--- config.mk ---
export PLATFORM = sky130hd
export DESIGN_NAME = seg7_scan_ctrl
export DESIGN_NICKNAME = d
export VERILOG_FILES = /design/src/rtl/seg7_pkg.sv /design/src/rtl/bcd_to_7seg.sv /design/src/rtl/seg7_scan_ctrl.sv
export SDC_FILE = /design/constraint.sdc
export NUM_CORES = 1
export LEC_CHECK = 0
export ABC_AREA = 0
export CAP_MARGIN = 25
export CORE_ASPECT_RATIO = 2
export CORE_MARGIN = 10
export CORE_UTILIZATION = 37
export DETAILED_ROUTE_END_ITERATION = 6
export SYNTH_ARGS = -nofsm -noshare
export SYNTH_HDL_FRONTEND = slang
export SYNTH_SLANG_ARGS = --single-unit
--- constraint.sdc ---
create_clock -name clk -period 4.63 [get_ports clk]
set_input_delay 0.926 -clock clk [delete_from_list [all_inputs] [get_ports clk]]
set_output_delay 0.926 -clock clk [all_outputs]
set_load 0.01 [all_outputs]
--- src/rtl/seg7_pkg.sv ---
// Shared types and helpers for the 7-segment scan controller.
package seg7_pkg;

    typedef enum logic [1:0] {
        IDLE  = 2'd0,
        BLANK = 2'd1,
        SHOW  = 2'd2
    } state_t;

    localparam logic [6:0] SEG_BLANK  = 7'b0000000;
    localparam int         MAX_DIGITS = 16;

    function automatic logic bcd_valid(input logic [3:0] nibble);
        return nibble <= 4'd9;
    endfunction

    function automatic logic [3:0] digit_sel(input logic [4*MAX_DIGITS-1:0] active,
                                             input logic [3:0]              idx);
        return active[{idx, 2'b00} +: 4];
    endfunction

endpackage

--- src/rtl/bcd_to_7seg.sv ---
// BCD to 7-segment decoder, seg[0]=a .. seg[6]=g; codes above 9 decode to all-off.
// Purely combinational, no flow control.
module bcd_to_7seg #(
    parameter int COMMON_ANODE = 0
) (
    input  logic [3:0] bcd,
    output logic [6:0] seg
);

    logic [6:0] seg_hi;

    always_comb begin
        seg_hi = 7'b0000000;
        case (bcd)
            4'd0:    seg_hi = 7'b0111111;
            4'd1:    seg_hi = 7'b0000110;
            4'd2:    seg_hi = 7'b1011011;
            4'd3:    seg_hi = 7'b1001111;
            4'd4:    seg_hi = 7'b1100110;
            4'd5:    seg_hi = 7'b1101101;
            4'd6:    seg_hi = 7'b1111101;
            4'd7:    seg_hi = 7'b0000111;
            4'd8:    seg_hi = 7'b1111111;
            4'd9:    seg_hi = 7'b1101111;
            default: seg_hi = 7'b0000000;
        endcase
    end

    assign seg = (COMMON_ANODE != 0) ? ~seg_hi : seg_hi;

endmodule

--- src/rtl/seg7_scan_ctrl.sv ---
// Multiplexed 7-segment scanner: tear-free frame snapshot, blanking gap per slot, optional leading-zero blanking.
// Latency: outputs registered; first digit lit BLANK_CYCLES+1 clocks after en rises.
// Backpressure: none; load is accepted every clock, last write wins.
module seg7_scan_ctrl #(
    parameter int NUM_DIGITS   = 4,
    parameter int SCAN_DIV     = 1000,
    parameter int BLANK_CYCLES = 16,
    parameter int COMMON_ANODE = 0
) (
    input  logic                    clk,
    input  logic                    rst_n,
    input  logic                    en,
    input  logic                    load,
    input  logic [4*NUM_DIGITS-1:0] digits_in,
    input  logic [NUM_DIGITS-1:0]   dp_in,
    input  logic                    lz_blank,
    output logic [6:0]              seg,
    output logic                    dp,
    output logic [NUM_DIGITS-1:0]   an,
    output logic                    frame_done
);
    import seg7_pkg::*;

    localparam int              IW        = (NUM_DIGITS > 1) ? $clog2(NUM_DIGITS) : 1;
    localparam int              CW        = $clog2(SCAN_DIV);
    localparam logic            INV       = (COMMON_ANODE != 0);
    localparam logic [IW-1:0]   LAST_IDX  = IW'(NUM_DIGITS - 1);
    localparam logic [CW-1:0]   SLOT_END  = CW'(SCAN_DIV - 1);
    localparam logic [CW-1:0]   BLANK_END = CW'(BLANK_CYCLES - 1);

    state_t                  state_q, state_d;
    logic [IW-1:0]           idx_q, idx_d;
    logic [CW-1:0]           cnt_q, cnt_d;
    logic [4*NUM_DIGITS-1:0] pend_dig_q, pend_dig_d, act_dig_q, act_dig_d;
    logic [NUM_DIGITS-1:0]   pend_dp_q, pend_dp_d, act_dp_q, act_dp_d;
    logic [NUM_DIGITS-1:0]   an_q, an_d;
    logic [6:0]              seg_q, seg_d;
    logic                    dp_q, dp_d;
    logic                    frame_done_q, frame_done_d;
    logic                    boundary;

    logic [4*MAX_DIGITS-1:0] act_ext;
    logic [3:0]              cur_nib;
    logic [6:0]              dec_seg;
    logic [6:0]              seg_raw;
    logic [IW-1:0]           lz_m;
    logic                    suppress;
    logic                    show;

    always_comb begin
        state_d      = state_q;
        idx_d        = idx_q;
        cnt_d        = cnt_q;
        frame_done_d = 1'b0;
        boundary     = 1'b0;
        if (!en) begin
            state_d = IDLE;
            idx_d   = '0;
            cnt_d   = '0;
        end else begin
            case (state_q)
                IDLE: begin
                    state_d  = BLANK;
                    idx_d    = '0;
                    cnt_d    = '0;
                    boundary = 1'b1;
                end
                BLANK: begin
                    cnt_d = cnt_q + 1'b1;
                    if (cnt_q == BLANK_END) state_d = SHOW;
                end
                SHOW: begin
                    if (cnt_q == SLOT_END) begin
                        state_d = BLANK;
                        cnt_d   = '0;
                        if (idx_q == LAST_IDX) begin
                            idx_d        = '0;
                            boundary     = 1'b1;
                            frame_done_d = 1'b1;
                        end else begin
                            idx_d = idx_q + 1'b1;
                        end
                    end else begin
                        cnt_d = cnt_q + 1'b1;
                    end
                end
                default: state_d = IDLE;
            endcase
        end

        // pend_*_d already carries this clock's load, giving the boundary bypass for free
        pend_dig_d = load ? digits_in : pend_dig_q;
        pend_dp_d  = load ? dp_in     : pend_dp_q;
        act_dig_d  = boundary ? pend_dig_d : act_dig_q;
        act_dp_d   = boundary ? pend_dp_d  : act_dp_q;
    end

    always_comb begin
        act_ext                     = '0;
        act_ext[4*NUM_DIGITS-1:0]   = act_dig_d;
        cur_nib                     = digit_sel(act_ext, 4'(idx_d));
    end

    bcd_to_7seg #(
        .COMMON_ANODE (0)
    ) u_dec (
        .bcd (cur_nib),
        .seg (dec_seg)
    );

    // Outputs are computed from next-state values so the registered pins line up with the state
    always_comb begin
        lz_m = '0;
        for (int i = 0; i < NUM_DIGITS; i++) begin
            if (act_dig_d[4*i +: 4] != 4'd0 || act_dp_d[i]) lz_m = IW'(i);
        end
        suppress = lz_blank && (idx_d > lz_m);
        seg_raw  = (bcd_valid(cur_nib) && !suppress) ? dec_seg : SEG_BLANK;
        show     = (state_d == SHOW);
        an_d     = (show ? (NUM_DIGITS'(1) << idx_d) : '0) ^ {NUM_DIGITS{INV}};
        seg_d    = (show ? seg_raw : SEG_BLANK) ^ {7{INV}};
        dp_d     = (show & act_dp_d[idx_d]) ^ INV;
    end

    always_ff @(posedge clk) begin
        if (!rst_n) begin
            state_q      <= IDLE;
            idx_q        <= '0;
            cnt_q        <= '0;
            pend_dig_q   <= '0;
            pend_dp_q    <= '0;
            act_dig_q    <= '0;
            act_dp_q     <= '0;
            an_q         <= {NUM_DIGITS{INV}};
            seg_q        <= {7{INV}};
            dp_q         <= INV;
            frame_done_q <= 1'b0;
        end else begin
            state_q      <= state_d;
            idx_q        <= idx_d;
            cnt_q        <= cnt_d;
            pend_dig_q   <= pend_dig_d;
            pend_dp_q    <= pend_dp_d;
            act_dig_q    <= act_dig_d;
            act_dp_q     <= act_dp_d;
            an_q         <= an_d;
            seg_q        <= seg_d;
            dp_q         <= dp_d;
            frame_done_q <= frame_done_d;
        end
    end

    assign an         = an_q;
    assign seg        = seg_q;
    assign dp         = dp_q;
    assign frame_done = frame_done_q;

endmodule
==> flow_summary.json, run 1 <==
{
  "fin_nets": 407,
  "endpoint_kind": "flop",
  "clock_latency_ns": 0.33,
  "cts_buffers": 9,
  "tightestPinTransition_ns": 0.957,
  "fin_util_pct": 47.2,
  "drcViolationCount": 0,
  "syn_avg_cell_area_um2": 10.2,
  "dp_slack_ns": 0.222,
  "path_cells": "inv_1 -> ha_1 -> nand2_1 -> nor4_2 -> o21ai_2 -> mux2_2 -> nor4b_1 -> nor4b_1 -> ha_1 -> a21oi_1 -> o21bai_2 -> or4b_1 -> o21ai_1",
  "drt-total-wl_mm": 7.12,
  "start_util_pct": 37.7,
  "p_leak_nw": 1.72,
  "grt_util_all_layers_pct": 11.5,
  "hp-start": "act_dp_q[0]",
  "hold_depth": 2,
  "cap_viol_max_count": 0,
  "required_ns": 4.89,
  "worst-path-max-fanout": 19,
  "synth_cell_types": 56,
  "syn-num-nets": 358,
  "reg2reg_depth": 13,
  "top_layer_used": "met4",
  "finalCritPeriodShare_pct": 89.7,
  "coreArea_mm2": 0.00859,
  "rsz0062_at_grt": "no",
  "slew_headroom_pct": 36.2,
  "power_density_mw_per_mm2": 344,
  "worstSetupPathType": "reg -> reg",
  "ir_worst_vdd_uv": 185,
  "finalSetupTns_ns": 0,
  "grt_max_degree": 43,
  "holdPathEnd": "act_dp_q[0]",
  "clock_skew_ns": 0.00413,
  "ctsHoldBuffers": 0,
  "ys_warn_count": 0,
  "die_y_um": 152,
  "fill_cells": 851,
  "drt_iter0_drc": 64,
  "cts_tree": "built",
  "syn2layout_area_growth_pct": 25.1,
  "die-area_mm2": 0.0131,
  "diodes": 0,
  "synth_flop_cell": "dfxtp_1",
  "reg2reg_to": "seg[4]",
  "wirelength_met1_mm": 2.58,
  "pin_count": 38,
  "cts_resized": 0,
  "stdcell_count": 471,
  "routed-wl-met3_um": 277,
  "cts-root-buf": "clkbuf_16",
  "max-clock-path-buffers": 2,
  "synth_edf_count": 0,
  "yosysTopAreaCellShare_pct": 41.4,
  "portBuffers": 37,
  "netlist.top_cell.by_area": "dfxtp_1",
  "grt_overflow": 0,
  "multiInputGateArea_mm2": 0.00180,
  "path_clk_slew_ns": 0.05,
  "clkSinkCount": 67,
  "htree_levels": 3,
  "r2r-start": "state_q[0]",
  "grt_pass1_vias": 2451,
  "routedWlPerCell_um": 15.1,
  "postSynth.asyncResetShare_pct": 0,
  "min_path_type": "reg -> reg",
  "fmax_ghz": 0.241,
  "cp-start-kind": "flop",
  "ff_latch_area_mm2": 0.00134,
  "cp.arrival_ns": 4.41,
  "wl_met2_mm": 4.09,
  "viasPerCell": 5.00,
  "status": "finished clean",
  "grt_pass1_wl_mm": 11.9,
  "post-place-cells": 456,
  "ant_nets": 0,
  "syn_inst": 318,
  "antenna_found_initial": 0,
  "synth.top_cells.by_area": "dfxtp_1 (41%), mux2_2 (7.6%), mux2i_1 (6.5%)",
  "rrSetupSlack_ns": 0.48,
  "drtPass1Iterations": 4,
  "hold_viol_final": 0,
  "cp_slowest_cell": "o21ai_2",
  "setup_viol": 0,
  "placementRows": 48,
  "hpwl_mm": 5.57,
  "place.gp.congestion": 0.834,
  "finalWorstSetupSlack_ns": 0.478,
  "drive_gt1_share_pct": 18.3,
  "drv_slew": 0,
  "slowest_delay_ns": 0.74,
  "netlist_area_mm2": 0.00324,
  "ys_seq_area_share_pct": 41.4,
  "cts_setup_buffers": 0,
  "dr_total_vias": 2356,
  "yosys_register_bits": 67,
  "die_width_um": 86.2,
  "finalCriticalPeriod_ns": 4.15
}
## cell families (layout without fill, tap and decap cells)
family	Yosys count	in the layout	synth area share [%]
buf+inv	22	75	2.94
compound gates	42	42	9.31
xor+xnor	8	8	2.16
flops	67	67	41.4
mux	48	48	16.4
simple gates	116	116	22.0
fa+ha+maj	15	15	5.79
## how the worst max path moves through the flow
stage | endpoint | slack [ns] | cells past startpoint | start
after floorplan | seg[4] | 0.54 | 11 | load
after global placement | seg[4] | 0.24 | 11 | load
final | seg[4] | 0.48 | 13 | state_q[0]
after global routing | seg[2] | 0.04 | 15 | state_q[0]
after CTS | seg[4] | 0.42 | 14 | state_q[0]
after detailed placement | seg[4] | 0.22 | 11 | load
## routing by layer
metal / global-route usage [%] / vias to the layer above
met4: 5.84 / 0
li1: - / 1210
met5: 0 / -
met2: 21.1 / 28
met1: 10.7 / 1106
met3: 3.53 / 12
## stage by stage
stage | hold slack (ns) | total power [mW] | instance area (um^2)
global placement | 0.488 | 0.779 | 3770
detailed placement | 0.500 | 0.780 | 3770
global route | 0.532 | 1.46 | 4050
floorplan | 0.468 | 0.724 | 3240
CTS | 0.514 | 1.42 | 4050
finish | 0.505 | 1.40 | 4050
## flip-flops by register name, indices dropped and copies added, names as in the netlist
| register | cells |
|---|---|
| an | 4 |
| pend_dig_q | 16 |
| act_dp_q | 4 |
| cnt_q | 10 |
| dp | 1 |
| frame_done | 1 |
| act_dig_q | 16 |
| seg | 7 |
| pend_dp_q | 4 |
| state_q | 2 |
| idx_q | 2 |
## cells in the final DEF, fill, tap and decap left out, types with 6 or more instances in the layout
cell type / instances
dfxtp_1: 67
mux2i_1: 21
buf_4: 12
inv_1: 9
and2_1: 23
nor2_1: 18
a21oi_1: 9
nand2_1: 18
xor2_1: 6
ha_1: 15
clkdlybuf4s50_1: 37
o21ai_0: 8
mux2_2: 22
clkbuf_16: 9
nor3_1: 7
nor2b_1: 22
## critical path: cells and delay by family, from the launching register on
kind                       cells  cell delay [ns]
and+or+nand+nor                5             1.45
buffers and inverters          1             0.09
AOI/OAI and AO/OA              4             1.06
DFF                            1             0.42
muxes                          1             0.45
adders and majority gates      2             0.61
## layout make-up
cell class,instances,share of cell area (%)
clock buffers,13,6.67
clock inverters,2,0.247
inverters,11,1.08
multi-input cells,229,44.5
flip-flops and latches,67,33.1
well taps,100,3.09
repair buffers,49,11.4
## power breakdown
group          leakage (nW)  internal, mW  total [mW]  switching (mW)
registers             0.546         0.598       0.603         0.00502
clock network         0.141         0.401       0.631           0.230
logic                  1.04        0.0851       0.163          0.0781
## synth_stat cells (5+ instances only)
cell type  number
dfxtp_1        67
and2_1         23
mux2_2         22
nor2b_1        22
mux2i_1        21
nand2_1        18
nor2_1         18
ha_1           15
a21oi_1         9
inv_1           9
o21ai_0         8
nor3_1          7
xor2_1          6
clkbuf_1        5
(Power assumes the default switching activity.)
==> inputs of run 2 (changes only) <==
--- a/config.mk
+++ b/config.mk
@@ -7,10 +7,13 @@
 export LEC_CHECK = 0
 export ABC_AREA = 0
 export CAP_MARGIN = 25
+export CELL_PAD_IN_SITES_DETAIL_PLACEMENT = 0
+export CELL_PAD_IN_SITES_GLOBAL_PLACEMENT = 1
 export CORE_ASPECT_RATIO = 2
 export CORE_MARGIN = 10
 export CORE_UTILIZATION = 37
 export DETAILED_ROUTE_END_ITERATION = 6
+export PLACE_DENSITY_LB_ADDON = 0.1
 export SYNTH_ARGS = -nofsm -noshare
 export SYNTH_HDL_FRONTEND = slang
 export SYNTH_SLANG_ARGS = --single-unit
==> constraint.sdc (replaced) <==
create_clock -name clk -period 5 [get_ports clk]
set_input_delay 1 -clock clk [delete_from_list [all_inputs] [get_ports clk]]
set_output_delay 1 -clock clk [all_outputs]
set_load 0.01 [all_outputs]
==> flow_summary.json, run 2 (same netlist as run 1, synthesis figures left out) <==
{
  "diodes": 0,
  "reg_top3": "act_dig_q (16), pend_dig_q (16), cnt_q (10)",
  "clkSinkCount": 67,
  "die-area_mm2": 0.0131,
  "cts_tree": "built",
  "drtPass1Iterations": 4,
  "max-clock-path-buffers": 2,
  "ant_nets": 0,
  "path_delay_family": "simple AND/OR/NAND/NOR gates",
  "antenna_found_initial": 0,
  "die_width_um": 86.2,
  "grt_overflow": 0,
  "pin_count": 38,
  "cts_buffers": 9,
  "fin_nets": 401,
  "slowest_delay_ns": 0.78,
  "ir_worst_vdd_uv": 175,
  "hpwl_mm": 5.76,
  "placementRows": 48,
  "cp_slowest_cell": "clkdlybuf4s50_1",
  "grt_util_all_layers_pct": 11.8,
  "required_ns": 5.26,
  "rsz0062_at_grt": "no",
  "finalPower_mw": 1.29,
  "cp-start-kind": "input port",
  "finalSetupTns_ns": 0,
  "slew_headroom_pct": 49.2,
  "clock_latency_ns": 0.33,
  "holdWs_ns": 0.508,
  "syn2layout_area_growth_pct": 24.0,
  "worstSetupPathType": "in -> reg",
  "clock_skew_ns": 0.00507,
  "place.gp.congestion": 0.780,
  "hold_viol_final": 0,
  "setup_viol": 0,
  "grt_pass1_vias": 2461,
  "path_cells": "clkdlybuf4s50_1 -> mux2_2 -> mux2i_1 -> nand2_1 -> nor4b_1 -> nor4b_1 -> ha_1 -> a21oi_1 -> o21bai_2 -> or4b_1 -> o21ai_1",
  "start_util_pct": 37.7,
  "cts-root-buf": "clkbuf_16",
  "ctsHoldBuffers": 0,
  "worst-path-max-fanout": 11,
  "path_common_cell": "nor4b_1",
  "viasPerCell": 5.03,
  "dr_total_vias": 2340,
  "worst-path-buf-inv": 1,
  "cts_resized": 0,
  "finalCritPeriodShare_pct": 83.0,
  "wirelength_met1_mm": 2.68,
  "tightestPinTransition_ns": 0.761,
  "cap_viol_max_count": 0,
  "min_path_type": "reg -> reg",
  "grt_max_degree": 43,
  "endpoint_kind": "flop",
  "status": "finished clean",
  "drive_gt1_share_pct": 17.0,
  "routed-wl-met3_um": 303,
  "power_density_mw_per_mm2": 322,
  "die_y_um": 152,
  "top_layer_used": "met4",
  "coreArea_mm2": 0.00859,
  "grt_pass1_wl_mm": 12.3,
  "cp.arrival_ns": 4.41,
  "cts_setup_buffers": 0,
  "routedWlPerCell_um": 15.9,
  "drv_slew": 0,
  "finalCriticalPeriod_ns": 4.15,
  "drt_iter0_drc": 83,
  "layout_commonest_cell": "dfxtp_1",
  "drt-total-wl_mm": 7.39,
  "drcViolationCount": 0,
  "htree_levels": 3,
  "path_clk_slew_ns": 0.05,
  "portBuffers": 37,
  "p_leak_nw": 1.70,
  "final_cell_mix": "dfxtp_1 (67), clkdlybuf4s50_1 (37), and2_1 (23)",
  "fmax_ghz": 0.241,
  "wl_met2_mm": 4.19
}
-- run 2: path summary, 6_finish.rpt --
path         cells after the start          end   startpoint  slack [ns]
max                             11       seg[4]         load        0.85
min                              2  act_dp_q[0]  act_dp_q[0]        0.51
max reg2reg                     15       seg[5]   state_q[0]        0.92
min reg2reg                      2  act_dp_q[0]  act_dp_q[0]        0.51
-- run 2: worst reg2reg max path: stages, from the launching register on --
cell	delay, ns
dfxtp_1	0.42
inv_1	0.10
ha_1	0.31
nand2_1	0.15
nor4_2	0.05
o21ai_2	0.33
buf_8	0.22
buf_4	0.18
mux2i_1	0.40
a221o_1	0.30
o21a_1	0.32
ha_1	0.28
o21ai_0	0.09
o22ai_1	0.28
a21oi_1	0.18
a311oi_1	0.35
-- run 2: layer usage --
metal | GRT usage, % | vias up
met2 | 21.9 | 33
met3 | 3.59 | 12
li1 | - | 1196
met4 | 6.15 | 0
met1 | 10.9 | 1099
met5 | 0 | -
-- run 2: per-stage QoR --
step	setup WS, ns	instances	utilization (%)	area [um^2]
detailed placement	0.424	450	43.5	3740
global placement	0.402	449	43.3	3720
finish	0.851	465	46.8	4020
global route	0.548	465	46.8	4020
CTS	0.776	465	46.8	4020
floorplan	0.838	318	-	3240
-- run 2: where the power goes --
part / switching [mW] / leakage [nW] / internal [mW]
combinational: 0.0725 / 1.01 / 0.0761
clock: 0.216 / 0.141 / 0.371
sequential: 0.00478 / 0.546 / 0.553
-- run 2: cell type report --
type | instances | area (um^2)
Sequential cell | 67 | 1340
Clock inverter | 2 | 10.0
Clock buffer | 13 | 270
Multi-Input combinational cell | 229 | 1800
Tap cell | 100 | 125
Timing Repair Buffer | 43 | 423
Inverter | 11 | 43.8
Fill cell | 863 | 4570
==> inputs of run 3 (changes only) <==
==> constraint.sdc (replaced) <==
create_clock -name clk -period 4.01 [get_ports clk]
set_input_delay 0.802 -clock clk [delete_from_list [all_inputs] [get_ports clk]]
set_output_delay 0.802 -clock clk [all_outputs]
set_load 0.01 [all_outputs]
==> flow_summary.json, run 3 (same netlist as run 1, synthesis figures left out) <==
{
  "comb_power_share_pct": 12.1,
  "worstSetupPathType": "reg -> reg",
  "placementRows": 48,
  "reg_top3": "act_dig_q (16), pend_dig_q (16), cnt_q (10)",
  "cts_resized": 0,
  "grt_overflow": 0,
  "drive_gt1_share_pct": 20.7,
  "portBuffers": 37,
  "viasPerCell": 5.06,
  "cts-root-buf": "clkbuf_16",
  "dr_total_vias": 2432,
  "cts_tree": "built",
  "rsz0062_at_grt": "no",
  "tightestPinTransition_ns": 0.766,
  "grt_util_all_layers_pct": 12.0,
  "drtPass1Iterations": 4,
  "endpoint_kind": "flop",
  "layout_commonest_cell": "dfxtp_1",
  "worst-path-max-fanout": 11,
  "min_path_type": "reg -> reg",
  "switching_share_pct": 22.8,
  "clkSinkCount": 67,
  "holdWs_ns": 0.513,
  "max-clock-path-buffers": 2,
  "ctsHoldBuffers": 0,
  "placed_area_mm2": 0.00385,
  "drt-total-wl_mm": 7.62,
  "coreArea_mm2": 0.00859,
  "cts_setup_buffers": 0,
  "startpoint": "state_q[0]",
  "grt_max_degree": 42,
  "drcViolationCount": 0,
  "finalCriticalPeriod_ns": 3.67,
  "drv_slew": 0,
  "seqPwrFrac_pct": 41.6,
  "antenna_found_initial": 0,
  "die_width_um": 86.2,
  "ir_worst_vdd_uv": 297,
  "r2r-start": "state_q[0]",
  "rrSetupSlack_ns": 0.34,
  "clock_skew_ns": 0.00435,
  "power_density_mw_per_mm2": 402,
  "die_y_um": 152,
  "syn2layout_area_growth_pct": 28.4,
  "routedWlPerCell_um": 15.9,
  "final_cell_mix": "dfxtp_1 (67), clkdlybuf4s50_1 (37), and2_1 (23)",
  "path_cells": "inv_1 -> ha_1 -> nand2_1 -> nor4_2 -> o21ai_4 -> buf_4 -> mux2i_2 -> a221o_1 -> o21a_1 -> ha_1 -> o21ai_0 -> o22ai_1 -> or4b_1 -> o21ai_1",
  "power.internal_mw": 1.29,
  "fmax_ghz": 0.272,
  "die-area_mm2": 0.0131,
  "worst-path-buf-inv": 2,
  "fin_util_pct": 48.4,
  "hold_viol_final": 0,
  "path_delay_family": "compound AO/OA/AOI/OAI gates",
  "cap_viol_max_count": 0,
  "htree_levels": 3,
  "reg2reg_depth": 14,
  "path_depth": 14,
  "required_ns": 4.27,
  "cp_slowest_cell": "or4b_1",
  "slew_headroom_pct": 48.8,
  "status": "finished clean",
  "clockPowerShare_pct": 46.3,
  "grt_pass1_wl_mm": 12.5,
  "ant_nets": 0,
  "drt_iter0_drc": 155,
  "cp.arrival_ns": 3.93,
  "finalWorstSetupSlack_ns": 0.339,
  "start_util_pct": 37.7,
  "path_clk_slew_ns": 0.06,
  "finalCritPeriodShare_pct": 91.5,
  "reg2reg_to": "seg[4]",
  "path_common_cell": "ha_1",
  "slowest_delay_ns": 0.46,
  "diodes": 0,
  "clock_latency_ns": 0.32,
  "place.gp.congestion": 0.766,
  "hpwl_mm": 5.92,
  "cp-start-kind": "flop",
  "fin_nets": 416,
  "final_area_mm2": 0.00416,
  "p_sw_mw": 0.381,
  "dp_slack_ns": -0.0493,
  "finalPower_mw": 1.67,
  "crit_end": "seg[4]",
  "pin_count": 38,
  "cts_buffers": 9,
  "setup_viol": 0,
  "p_leak_nw": 1.77,
  "grt_pass1_vias": 2532
}
-- run 3: tightest hold or removal path, cell delays in order, from the launching register on --
cell     delay (ns)
dfxtp_1        0.30
mux2i_1        0.08
nor2b_1        0.10
-- run 3: power groups by stage --
stage	Clock, mW	Combinational, mW	Sequential, mW
floorplan	0	0.127	0.708
global placement	0	0.201	0.709
detailed placement	0	0.202	0.710
CTS	0.791	0.204	0.696
global route	0.816	0.225	0.698
finish	0.774	0.203	0.696
-- run 3: routing by layer --
metal  part of all wire, %  up-vias  track usage [%]
met2                    58       31             23.0
met3                   3.5       11             3.32
met1                    36     1161             10.9
met4                   2.2        0             5.21
li1                      -     1229                -
met5                     0        -                0
-- run 3: how the worst min path moves through the flow --
stage / from / end / slack [ns] / depth (start not counted)
floorplan: act_dp_q[0] / act_dp_q[0] / 0.47 / 2
global placement: act_dp_q[0] / act_dp_q[0] / 0.49 / 2
detailed placement: pend_dp_q[2] / pend_dp_q[2] / 0.50 / 2
CTS: pend_dp_q[2] / pend_dp_q[2] / 0.51 / 2
global route: pend_dp_q[2] / pend_dp_q[2] / 0.55 / 2
finish: pend_dp_q[3] / pend_dp_q[3] / 0.51 / 2
-- run 3: final cells by class --
type / instances / area (um^2)
fillers: 828 / 4430
multi-input cells: 229 / 1810
flip-flops and latches: 67 / 1340
repair buffers: 58 / 541
clock buffers: 11 / 243
well taps: 100 / 125
clock inverters: 5 / 52.6
inverters: 11 / 43.8
-- run 3: through the flow --
| stage | setup TNS, ns | std cells |
|---|---|---|
| 2_1_floorplan | 0 | 318 |
| 3_3_place_gp | -0.0175 | 465 |
| 3_5_place_dp | -0.0543 | 465 |
| 4_1_cts | 0 | 481 |
| 5_1_grt | 0 | 481 |
| 6_report | 0 | 481 |
